## src/rtl/uart_pkg.sv

```systemverilog
// Shared UART definitions: receiver state encoding and the baud timing helper
// used by both the receive and transmit paths.
package uart_pkg;

  localparam int DATA_BITS = 8;

  typedef enum logic [2:0] {
    IDLE,
    START,
    DATA,
    STOP,
    WAIT_IDLE
  } rx_state_t;

  // Whole system clocks per bit; the fractional part is dropped.
  function automatic int clksPerBit(input int freqMhz, input int bauds);
    return (freqMhz * 1000000) / bauds;
  endfunction

endpackage

```

## src/rtl/sync_fifo.sv

```systemverilog
// Single-clock FIFO with show-ahead read; pointers carry an extra wrap bit
// so full and empty are distinguished without a separate counter.
module sync_fifo #(
  parameter int WIDTH = 8,
  parameter int DEPTH = 16
) (
  input  logic                     clk,
  input  logic                     reset_n_i,
  input  logic                     push_i,
  input  logic [WIDTH-1:0]         wdata_i,
  input  logic                     pop_i,
  output logic [WIDTH-1:0]         rdata_o,
  output logic                     full_o,
  output logic                     empty_o,
  output logic [$clog2(DEPTH):0]   level_o
);

  localparam int AW = $clog2(DEPTH);

  logic [WIDTH-1:0] mem_q [DEPTH];
  logic [AW:0]      wrPtr_q, wrPtr_d;
  logic [AW:0]      rdPtr_q, rdPtr_d;
  logic             doWrite;
  logic             doRead;

  assign empty_o = (wrPtr_q == rdPtr_q);
  assign full_o  = (wrPtr_q[AW-1:0] == rdPtr_q[AW-1:0]) && (wrPtr_q[AW] != rdPtr_q[AW]);

  // A push into a full FIFO still lands when the head leaves in the same cycle.
  assign doRead  = pop_i && !empty_o;
  assign doWrite = push_i && (!full_o || doRead);

  assign wrPtr_d = wrPtr_q + (AW+1)'(doWrite);
  assign rdPtr_d = rdPtr_q + (AW+1)'(doRead);

  assign level_o = wrPtr_q - rdPtr_q;
  assign rdata_o = empty_o ? '0 : mem_q[rdPtr_q[AW-1:0]];

  always_ff @(posedge clk or negedge reset_n_i) begin
    if (!reset_n_i) begin
      wrPtr_q <= '0;
      rdPtr_q <= '0;
    end else begin
      wrPtr_q <= wrPtr_d;
      rdPtr_q <= rdPtr_d;
    end
  end

  always_ff @(posedge clk) begin
    if (doWrite) begin
      mem_q[wrPtr_q[AW-1:0]] <= wdata_i;
    end
  end

endmodule

```

## src/rtl/uart_receiver.sv

```systemverilog
// 8N1 UART receiver: two-flop line synchroniser, mid-bit sampling FSM and a
// receive FIFO drained through a valid/ready port.
module uart_receiver #(
  parameter int FREQ_MHZ   = 12,
  parameter int BAUDS      = 115200,
  parameter int FIFO_DEPTH = 16
) (
  input  logic                          clk,
  input  logic                          reset_n_i,
  input  logic                          rx_i,
  output logic [7:0]                    data_o,
  output logic                          valid_o,
  input  logic                          ready_i,
  output logic                          frame_err_o,
  output logic                          overrun_o,
  output logic [$clog2(FIFO_DEPTH):0]   level_o
);

  import uart_pkg::*;

  localparam int CLKS_PER_BIT = clksPerBit(FREQ_MHZ, BAUDS);
  localparam int HALF         = CLKS_PER_BIT / 2;
  localparam int CNT_W        = $clog2(CLKS_PER_BIT);
  localparam int BIT_W        = $clog2(DATA_BITS);

  logic                 rxMeta_q;
  logic                 rxSync_q;
  rx_state_t            state_q;
  logic [CNT_W-1:0]     cnt_q;
  logic [BIT_W-1:0]     bitIdx_q;
  logic [DATA_BITS-1:0] shift_q;
  logic                 frameErr_q;
  logic                 overrun_q;

  logic halfDone;
  logic bitDone;
  logic push;
  logic pop;
  logic fifoFull;
  logic fifoEmpty;

  // Both flops idle high so a reset never looks like a start bit.
  always_ff @(posedge clk or negedge reset_n_i) begin
    if (!reset_n_i) begin
      rxMeta_q <= 1'b1;
      rxSync_q <= 1'b1;
    end else begin
      rxMeta_q <= rx_i;
      rxSync_q <= rxMeta_q;
    end
  end

  assign halfDone = (cnt_q == CNT_W'(HALF - 1));
  assign bitDone  = (cnt_q == CNT_W'(CLKS_PER_BIT - 1));

  always_ff @(posedge clk or negedge reset_n_i) begin
    if (!reset_n_i) begin
      state_q    <= IDLE;
      cnt_q      <= '0;
      bitIdx_q   <= '0;
      shift_q    <= '0;
      frameErr_q <= 1'b0;
    end else begin
      frameErr_q <= 1'b0;
      case (state_q)
        IDLE: begin
          cnt_q <= '0;
          if (!rxSync_q) begin
            state_q <= START;
          end
        end
        START: begin
          if (halfDone) begin
            cnt_q    <= '0;
            bitIdx_q <= '0;
            state_q  <= rxSync_q ? IDLE : DATA;
          end else begin
            cnt_q <= cnt_q + CNT_W'(1);
          end
        end
        DATA: begin
          if (bitDone) begin
            cnt_q             <= '0;
            shift_q[bitIdx_q] <= rxSync_q;
            bitIdx_q          <= bitIdx_q + BIT_W'(1);
            if (bitIdx_q == BIT_W'(DATA_BITS - 1)) begin
              state_q <= STOP;
            end
          end else begin
            cnt_q <= cnt_q + CNT_W'(1);
          end
        end
        STOP: begin
          if (bitDone) begin
            cnt_q <= '0;
            if (rxSync_q) begin
              state_q <= IDLE;
            end else begin
              frameErr_q <= 1'b1;
              state_q    <= WAIT_IDLE;
            end
          end else begin
            cnt_q <= cnt_q + CNT_W'(1);
          end
        end
        WAIT_IDLE: begin
          cnt_q <= '0;
          if (rxSync_q) begin
            state_q <= IDLE;
          end
        end
        default: begin
          state_q <= IDLE;
        end
      endcase
    end
  end

  // The byte is written on the same edge that samples a good stop bit.
  assign push = (state_q == STOP) && bitDone && rxSync_q;
  assign pop  = valid_o && ready_i;

  always_ff @(posedge clk or negedge reset_n_i) begin
    if (!reset_n_i) begin
      overrun_q <= 1'b0;
    end else begin
      overrun_q <= push && fifoFull && !pop;
    end
  end

  sync_fifo #(
    .WIDTH (DATA_BITS),
    .DEPTH (FIFO_DEPTH)
  ) u_fifo (
    .clk       (clk),
    .reset_n_i (reset_n_i),
    .push_i    (push),
    .wdata_i   (shift_q),
    .pop_i     (pop),
    .rdata_o   (data_o),
    .full_o    (fifoFull),
    .empty_o   (fifoEmpty),
    .level_o   (level_o)
  );

  assign valid_o     = !fifoEmpty;
  assign frame_err_o = frameErr_q;
  assign overrun_o   = overrun_q;

endmodule

```

## config.mk

```make
export PLATFORM = sky130hd
export DESIGN_NAME = uart_receiver
export DESIGN_NICKNAME = d
export VERILOG_FILES = /design/src/rtl/uart_pkg.sv /design/src/rtl/sync_fifo.sv /design/src/rtl/uart_receiver.sv
export SDC_FILE = /design/constraint.sdc
export NUM_CORES = 1
export LEC_CHECK = 0
export BUFFER_PORTS_ARGS = -buffer_cell sky130_fd_sc_hd__buf_2
export CAP_MARGIN = 30
export CORE_UTILIZATION = 48
export DETAILED_ROUTE_END_ITERATION = 7
export MAX_ROUTING_LAYER = met4
export PLACE_DENSITY_LB_ADDON = 0.15
export SYNTH_ARGS = -nofsm -noshare
export SYNTH_HDL_FRONTEND = slang
export SYNTH_SLANG_ARGS = --single-unit
```

## constraint.sdc

```tcl
create_clock -name clk -period 3.4 [get_ports clk]
set_input_delay 0.34 -clock clk [delete_from_list [all_inputs] [get_ports clk]]
set_output_delay 0.34 -clock clk [all_outputs]
set_load 0.01 [all_outputs]
```

==> impl_results.md, run 1 <==
* Synth Cell Area at 6860 µm²
* Synthesized instance count at 400
* Port-buffer cells at 19
* Metal2 WL at 6320 µm
* TritonCTS Buffers at 17
* Nets at 455
* Uppermost layer routed: met4
* Max_slew headroom at 47.8%
* Final Cycle Share at 84.2%
* Crit Path Category: reg -> out
* Via-per-instance ratio at 5.65
* Max-cap viol count at 0
* CP bufs+invs at 1
* CP max FO at 18
* DRC Markers at 0
* Initial Utilization at 49.3%
* CORE AREA at 13900 µm²
* Min Hold Slack at 0.00139 ns
* Crit end category: primary output
* Async S/R FF share, synth at 21.5%
* Slowest CP cell: dfrtp_2
* Fin crit period at 2.86 ns
* Peak VDD IR at 0.000560 V
* Post-Layout Cell Count at 632
* Setup WS pre-CTS at 0.730 ns
* Standard-cell rows at 43
* Status: completed
* Crit start category: flip-flop
* RSZ-0062 raised after global routing: false
* Vias in the first global route at 3746
* ANT nets after route at 0
* EDFF count, synth at 128
* Met3 wire len at 647 µm
* Mapped Nets at 416
* Die Ht at 122 µm
* Static leakage at 3.16 nW
* Initial drt markers at 370
* Worst Tran Pin Value at 0.783 ns
* DIE WIDTH at 122 µm
* Yosys top cell area share at 56.0%
* Seq/Total Area, Yosys at 68.8%
* Pwr/cell area at 644 nW/µm²
* Placed Instances at 599
* Crit path max-delay family: flip-flops
* Worst-Skew Late Latency at 0.42 ns
* DR pass1 iterations at 4
* Drt wl/cell at 21.5 µm
* Via count at 3569
* Cell accounting for the most synthesized area: edfxtp_1
* H-tree depth at 4
* Clock root buffer: clkbuf_16
* Post-CTS Setup Repair Bufs at 0
* CTS sink cnt at 163
* Setup Viol. Count Final at 0
* Top post-synthesis cells by area: edfxtp_1 56%, dfrtp_1 12%, mux4_2 11%
* Commonest non-fill, non-tap cell in the layout: edfxtp_1
* CTS tree: built
* Num ports at 20
* Total Wirelength at 13600 µm
* Critical Path AT at 2.52 ns
* Layout overhead on the synthesized area at 13.4%
* Most used cell, CP: a211oi_1
* Fin. max-slew vios at 0
* Share of cells above drive strength 1 at 24.6%
* Initial antenna violation count at 0
* Hpwl dp at 8470 µm
* Fin Clk Skew at 0.0135 ns
* Gpl congestion at 0.833
* Syn_area_per_cell at 17.2 µm²
* Critical-path cell list: mux4_2 > nor2b_1 > a211oi_1 > a211oi_1 > buf_2
* GRT Total Usage at 21.4%
* CP max stage delay at 0.74 ns
* GRT overflow at 0
* Top FF cell, synth: edfxtp_1
* Most frequent cells in the layout: 128 x edfxtp_1, 32 x mux4_2, 32 x dfrtp_1
* Final hold violations at 0
* First-pass GRT wire length at 21500 µm
* Clock Tree Buf Depth at 2
* Wire length on met1 at 6470 µm
* CP Data Required Time at 3.06 ns
* Antenna diodes at 0
* YS warnings at 0
* Worst-path clk slew at 0.06 ns
* Aggregate negative setup slack at 0 ns
* Synthesis-stage register bit count at 163
* Yosys cell types at 53
* PnR worst setup slack at 0.536 ns
* Largest net degree at the start of global routing at 36
* Max frequency at 349 MHz
* DIE AREA at 14800 µm²
* Hold WC Path Type: in -> async
-- synthesized netlist by cell type, types with 2 or more instances --
cell	n
inv_1	13
nor4_1	5
buf_2	5
a21oi_1	5
mux2i_1	10
or4_1	2
dfstp_2	2
or3_1	2
buf_4	3
xor2_1	7
nor2b_1	10
o31ai_1	2
ha_1	11
nand4_1	9
nor2_1	21
nand2b_1	2
edfxtp_1	128
nand2_1	8
mux2_2	5
nor3_1	5
mux4_2	32
buf_6	4
clkbuf_1	6
a22oi_1	2
and2_1	2
nand3_1	7
xnor2_1	9
dfrtp_1	33
a21o_1	2
a211oi_1	17
o21ai_0	8
nand4b_1	2
-- registers in the layout (all words and copies together) (netlist names), 3 cells and up --
register / count
u_fifo.mem_q: 128
shift_q: 8
cnt_q: 7
u_fifo.rdPtr_q: 5
u_fifo.wrPtr_q: 5
bitIdx_q: 3
state_q: 3
-- final cells by class --
type / instances / area [µm²]
fillers: 1097 / 6150
clock buffers: 27 / 494
flip-flops and latches: 163 / 4720
inverters: 14 / 52.6
multi-input cells: 201 / 1940
well taps: 180 / 225
repair buffers: 42 / 270
clock inverters: 5 / 75.1
-- logic make-up (layout without fill, tap and decap cells) --
| kind of cell | Yosys count | after routing | share of synthesized area [%] |
|---|---|---|---|
| AO/OA/AOI/OAI | 41 | 41 | 4.05 |
| XOR/XNOR | 16 | 16 | 2.04 |
| buffers and inverters | 36 | 88 | 2.86 |
| flip-flops | 163 | 163 | 68.8 |
| AND/OR/NAND/NOR | 84 | 84 | 7.00 |
| adder cells (fa/ha/maj) | 12 | 12 | 2.30 |
| multiplexers | 48 | 48 | 12.9 |
-- layer usage --
metal / track usage (%) / vias to the layer above
li1: - / 1651
met1: 30.1 / 1833
met2: 30.9 / 75
met3: 4.49 / 10
met4: 7.72 / 0
met5: - / -
-- final timing paths --
check,start,to,slack [ns],depth (start not counted)
min in group clk,ready_i,overrun_o,0.25,3
worst min-delay path,reset_n_i,cnt_q[2],0.001,1
worst max register to register,u_fifo.rdPtr_q[1],u_fifo.wrPtr_q[4],0.73,10
worst min register to register,rxMeta_q,rxSync_q,0.35,0
max in group asynchronous,reset_n_i,u_fifo.rdPtr_q[1],2.86,1
worst max-delay path,u_fifo.rdPtr_q[1],data_o[0],0.54,5
-- worst register-to-register path: cells and delay by family (launching register included) --
family / cells / cell delay (ns)
flops: 1 / 0.74
fa+ha+maj: 3 / 0.74
xor+xnor: 1 / 0.13
buf+inv: 2 / 0.17
compound gates: 1 / 0.37
simple gates: 3 / 0.43
-- what timing repair did --
item,4_1_cts,5_1_grt
resized for setup,0,0
hold buffers,0,1
endpoints found under the hold margin,0,1
-- report_power, final --
group | leakage [nW] | switching [mW] | total [mW] | internal (mW)
registers | 1.95 | 0.0798 | 2.24 | 2.16
logic | 0.933 | 0.527 | 0.927 | 0.400
clock network | 0.278 | 0.705 | 1.85 | 1.14
-- metrics by stage --
step / total power [mW] / cell area [µm²] / util, %
after CTS: 5.06 / 7770 / 55.8
final: 5.01 / 7780 / 55.9
after global routing: 5.23 / 7780 / 55.9
after global placement: 3.22 / 7210 / 51.7
after floorplan: 2.93 / 6860 / -
after detailed placement: 3.22 / 7210 / 51.7
No activity file was read; power rests on OpenSTA's default activity.
==> run 2, diff against run 1 <==
ABC_AREA = 1   (was not set)
clock period = 2.8 ns   (was 3.4 ns; I/O delays follow)
==> impl_results.md, run 2 <==
* Top FF cell, synth: edfxtp_1
* Int Pwr at 4.67 mW
* RSZ-0062 raised after global routing: false
* Largest net degree at the start of global routing at 65
* Worst-path clk slew at 0.06 ns
* Static leakage at 3.85 nW
* Setup WS pre-CTS at 0.442 ns
* Synthesized instance count at 768
* Placed instance area at 7890 µm²
* Clock root buffer: clkbuf_16
* Min-delay src: ready_i
* Vias in the first global route at 5048
* Fin. max-slew vios at 0
* ANT nets after route at 0
* Die Ht at 127 µm
* Sw Share at 33.4%
* Status: completed
* Via-per-instance ratio at 5.13
* FF-to-FF setup slack at 0.45 ns
* Crit end category: primary output
* Crit Path Category: reg -> out
* EDFF count, synth at 128
* Initial drt markers at 505
* Via count at 5167
* Pwr Total at 7.01 mW
* Drt wl/cell at 16.5 µm
* Max reg flops at 128
* Count leader, synth: nand2_1
* DIE WIDTH at 127 µm
* Cell accounting for the most synthesized area: edfxtp_1
* Psw at 2.34 mW
* TritonCTS Buffers at 17
* Standard-cell rows at 45
* Yosys cell types at 35
* Port-buffer cells at 19
* Final Cycle Share at 94.2%
* Share of cells above drive strength 1 at 12.1%
* CTS tree: built
* Hpwl dp at 10900 µm
* Gpl congestion at 0.951
* Initial antenna violation count at 0
* Fin crit period at 2.64 ns
* Total Wirelength at 16600 µm
* Async S/R FF share, synth at 21.5%
* Max frequency at 379 MHz
* Mapped Nets at 784
* Seq. cell area at 4720 µm²
* CP max stage delay at 0.40 ns
* YS warnings at 0
* Critical-path cell list: clkinvlp_4 > ha_1 > nand2_1 > nor2_1 > inv_1 > nor2_2 > buf_4 > a21oi_1 > buf_2
* DR pass1 iterations at 5
* Hold WC Path Type: in -> reg
* Setup Viol. Count Final at 0
* Seq/Total Area, Yosys at 63.0%
* Critical path origin: u_fifo.rdPtr_q[2]
* Syn_area_per_cell at 9.75 µm²
* Filler cells at 1320
* Final Cell Area at 8500 µm²
* Commonest non-fill, non-tap cell in the layout: nand2_1
* Synthesis-stage register bit count at 163
* CTS sink cnt at 163
* First-pass GRT wire length at 26300 µm
* Nets at 822
* Synth Cell Area at 7490 µm²
* Num ports at 20
* H-tree depth at 4
* Comb power frac at 29.0%
* Yosys top cell area share at 51.3%
* CP max FO at 9
* DRC Markers at 0
* Reg2reg start: u_fifo.rdPtr_q[2]
* Aggregate negative setup slack at 0 ns
* Antenna diodes at 0
* Footprint of the multi-input gates at 2180 µm²
* Initial Utilization at 49.3%
* Peak VDD IR at 0.000456 V
* Pwr/cell area at 825 nW/µm²
* GRT overflow at 0
* Worst-Skew Late Latency at 0.43 ns
* Final hold violations at 0
* Slowest CP cell: ha_1
* Max_slew headroom at 41.3%
* Clock Tree Buf Depth at 2
* GRT Total Usage at 22.9%
* Critical Path AT at 2.36 ns
* Min Hold Slack at 0.272 ns
* PnR worst setup slack at 0.164 ns
* CORE AREA at 15200 µm²
* Clock share of power at 33.0%
* DIE AREA at 16100 µm²
* Worst Tran Pin Value at 0.880 ns
* Fin Clk Skew at 0.00902 ns
* Most common library cells after synthesis: 267 x nand2_1, 128 x edfxtp_1, 118 x inv_1
* Most frequent cells in the layout: 267 x nand2_1, 128 x edfxtp_1, 118 x inv_1
* Max-cap viol count at 0
* Reg power frac at 37.9%
* Top post-synthesis cells by area: edfxtp_1 51%, nand2_1 13%, dfrtp_1 11%
* Crit start category: flip-flop
* Layout overhead on the synthesized area at 13.5%
* CP Data Required Time at 2.52 ns
-- run 2: final timing paths --
kind | end | cells past startpoint
worst max-delay path | data_o[3] | 9
worst min-delay path | u_fifo.rdPtr_q[0] | 4
worst max register to register | u_fifo.mem_q[4][3] | 7
worst min register to register | rxSync_q | 0
max in group asynchronous | u_fifo.rdPtr_q[0] | 2
min in group asynchronous | cnt_q[0] | 2
-- run 2: cells by family (layout without fill, tap and decap cells) --
| group | after synthesis | after routing | synth area share [%] |
|---|---|---|---|
| and+or+nand+nor | 393 | 393 | 22.6 |
| DFF | 163 | 163 | 63.0 |
| buffers and inverters | 149 | 200 | 7.78 |
| AOI/OAI and AO/OA | 39 | 39 | 2.96 |
| adders and majority gates | 12 | 12 | 2.10 |
| xor gates and xnor gates | 12 | 12 | 1.50 |
-- run 2: timing repair --
action,in CTS,in global routing
endpoints found under the setup margin,0,8
hold endpoints to repair,34,0
setup buffers,0,0
hold buffers,2,0
resized for setup,0,1
-- run 2: final cells by class --
class                      count  share of cell area, %
timing repair buffer          43                   3.44
inverter                     125                   5.56
tap                          188                   2.77
clock buffer                  18                   5.05
multi-input combinational    456                   25.7
clock inverter                14                   1.93
sequential                   163                   55.6
-- run 2: power groups by stage --
stage | Clock (mW) | Combinational (mW) | Sequential [mW]
detailed placement | 0 | 2.02 | 2.71
CTS | 2.35 | 2.03 | 2.66
global placement | 0 | 1.98 | 2.71
finish | 2.32 | 2.04 | 2.66
global route | 2.45 | 2.26 | 2.66
floorplan | 0 | 1.37 | 2.70
-- run 2: critical path, delay by kind of cell, from the launching register on --
| kind | cells | cell delay (ns) |
|---|---|---|
| simple gates | 3 | 0.47 |
| flops | 1 | 0.39 |
| buf+inv | 4 | 0.60 |
| compound gates | 1 | 0.07 |
| fa+ha+maj | 1 | 0.40 |
-- run 2: routing by layer --
layer	share of wire, %	vias to the layer above	global-route usage, %
met1	45	2457	29.3
met2	48	141	35.5
met3	5.0	29	4.81
li1	-	2540	-
met5	0	-	-
met4	2.5	0	9.80
-- run 2: through the flow --
step | instances | util, %
after floorplan | 768 | -
after global placement | 973 | 51.9
after detailed placement | 973 | 51.9
after CTS | 1007 | 55.9
after global routing | 1007 | 55.9
final | 1007 | 55.9
==> run 3, diff against run 2 <==
ABC_CLOCK_PERIOD_IN_PS = 2800   (was not set)
CORE_UTILIZATION = 35   (was 48)
CTS_CLUSTER_DIAMETER = 200   (was not set)
==> impl_results.md, run 3 (synthesis results as in run 2) <==
* Initial Utilization at 35.6%
* Worst-Skew Late Latency at 0.44 ns
* Total Wirelength at 18300 µm
* Clock root buffer: clkbuf_16
* Reg2reg start: u_fifo.rdPtr_q[3]
* H-tree depth at 4
* GRT Total Usage at 18.4%
* Post-Layout Cell Count at 1097
* Antenna diodes at 0
* Worst Tran Pin Value at 0.919 ns
* Peak VDD IR at 0.000716 V
* Sw Share at 35.2%
* Most frequent cells in the layout: 267 x nand2_1, 128 x edfxtp_1, 118 x inv_1
* Setup WS pre-CTS at 0.445 ns
* DR pass1 iterations at 5
* Vias in the first global route at 5065
* Standard-cell rows at 53
* RSZ-0062 raised after global routing: false
* GRT overflow at 0
* Reg power frac at 38.2%
* Status: completed
* CP bufs+invs at 4
* Int Pwr at 4.51 mW
* Crit start category: flip-flop
* Commonest non-fill, non-tap cell in the layout: nand2_1
* Critical R2R Capture: u_fifo.mem_q[8][3]
* First-pass GRT wire length at 28600 µm
* Final Cycle Share at 94.0%
* Nets at 825
* Stages on the worst setup path at 9
* Crit end category: primary output
* Initial antenna violation count at 0
* DRC Markers at 0
* Fin Clk Skew at 0.0245 ns
* Layout overhead on the synthesized area at 15.0%
* Die Ht at 148 µm
* Crit Path Category: reg -> out
* Max_slew headroom at 38.7%
* Path depth of the worst reg2reg path at 7
* Slowest CP cell: ha_4
* CTS sink cnt at 163
* Num ports at 20
* Fin. max-slew vios at 0
* Psw at 2.45 mW
* Max frequency at 380 MHz
* Aggregate negative setup slack at 0 ns
* Worst-path clk slew at 0.07 ns
* Fin crit period at 2.63 ns
* DIE AREA at 22000 µm²
* Via-per-instance ratio at 4.67
* Placed Instances at 1063
* Hpwl dp at 12100 µm
* Post-CTS Setup Repair Bufs at 0
* Filler cells at 2062
* Max-cap viol count at 0
* Pwr/cell area at 808 nW/µm²
* Port-buffer cells at 19
* CORE AREA at 21000 µm²
* Hold WC Path Type: in -> reg
* Drt wl/cell at 16.7 µm
* Clock Tree Buf Depth at 2
* Min-delay src: ready_i
* Final hold violations at 0
* Comb power frac at 29.5%
* Clock share of power at 32.3%
* CP max stage delay at 0.39 ns
* Max reg flops at 128
* Setup Viol. Count Final at 0
* Via count at 5126
* Static leakage at 3.86 nW
* Hold Path Sink: overrun_o
* Final core occ at 41.0%
* Pwr Total at 6.96 mW
* Critical Path AT at 2.35 ns
* DIE WIDTH at 148 µm
* CTS tree: built
* Share of cells above drive strength 1 at 12.7%
* CP Data Required Time at 2.52 ns
* Crit path max-delay family: buffers and inverters
* Initial drt markers at 403
* Worst hold stages at 4
* TritonCTS Buffers at 17
* ANT nets after route at 0
* Critical-path cell list: clkinv_1 > ha_4 > nand2_1 > nor2_1 > inv_1 > nor2_2 > buf_4 > a21oi_1 > buf_2
* CP max FO at 9
* Gpl congestion at 0.853
* PnR worst setup slack at 0.168 ns
* Largest net degree at the start of global routing at 65
* FF-to-FF setup slack at 0.43 ns
run 3: cell types whose count changed in the layout (fill, tap and decap cells not counted):
cell,change
ha_1,-1
clkinvlp_4,-2
clkinv_4,+1
clkbuf_1,-1
buf_6,+1
inv_6,+5
bufinv_16,-2
buf_12,-1
clkinvlp_2,+1
clkinv_2,-3
inv_8,+1
buf_4,+3
ha_4,+1
run 3: stage by stage:
step | cell area, µm² | hold slack (ns)
after CTS | 8600 | 0.246
after detailed placement | 8000 | 0.349
final | 8610 | 0.252
after global placement | 8000 | 0.347
after global routing | 8610 | 0.272
after floorplan | 7490 | -0.0156
run 3: area by class of cell:
class | count | area [µm²] | area share (%)
flip-flops and latches | 163 | 4720 | 54.8
multi-input cells | 456 | 2200 | 25.5
inverters | 125 | 469 | 5.45
clock buffers | 17 | 425 | 4.94
well taps | 275 | 344 | 4.00
repair buffers | 46 | 307 | 3.56
clock inverters | 15 | 146 | 1.70
run 3: worst reg2reg max path, cell delays in order, from the launching register on:
cell     delay [ns]
dfrtp_1        0.38
inv_1          0.29
ha_1           0.33
nand2_1        0.10
nor2_1         0.08
nand3_2        0.15
nand4_2        0.14
nor2_1         0.52
run 3: worst max path at each step:
stage / slack [ns] / to / start
detailed placement: 0.44 / u_fifo.mem_q[8][4] / u_fifo.rdPtr_q[3]
global placement: 0.52 / u_fifo.wrPtr_q[4] / cnt_q[0]
CTS: 0.14 / data_o[0] / u_fifo.rdPtr_q[0]
finish: 0.17 / data_o[4] / u_fifo.rdPtr_q[2]
global route: 0.03 / data_o[6] / u_fifo.rdPtr_q[2]
floorplan: 0.49 / u_fifo.rdPtr_q[2] / u_fifo.rdPtr_q[1]
run 3: repair_timing:
item	CTS	global route
hold buffers	2	0
resized for setup	0	2
endpoints found under the setup margin	0	9
hold endpoints to repair	34	0
run 3: metal layers:
layer | global-route usage [%] | share of wire (%) | vias to the layer above
met5 | - | 0 | -
met4 | 6.70 | 1.6 | 0
met3 | 3.07 | 4.1 | 16
met2 | 28.8 | 47 | 135
met1 | 24.1 | 47 | 2427
li1 | - | - | 2548
run 3: power groups by stage:
stage	Combinational, mW	Clock [mW]	Sequential, mW
final	2.05	2.25	2.66
after detailed placement	2.02	0	2.71
after floorplan	1.37	0	2.70
after global routing	2.29	2.39	2.66
after global placement	2.02	0	2.71
after CTS	2.03	2.30	2.66
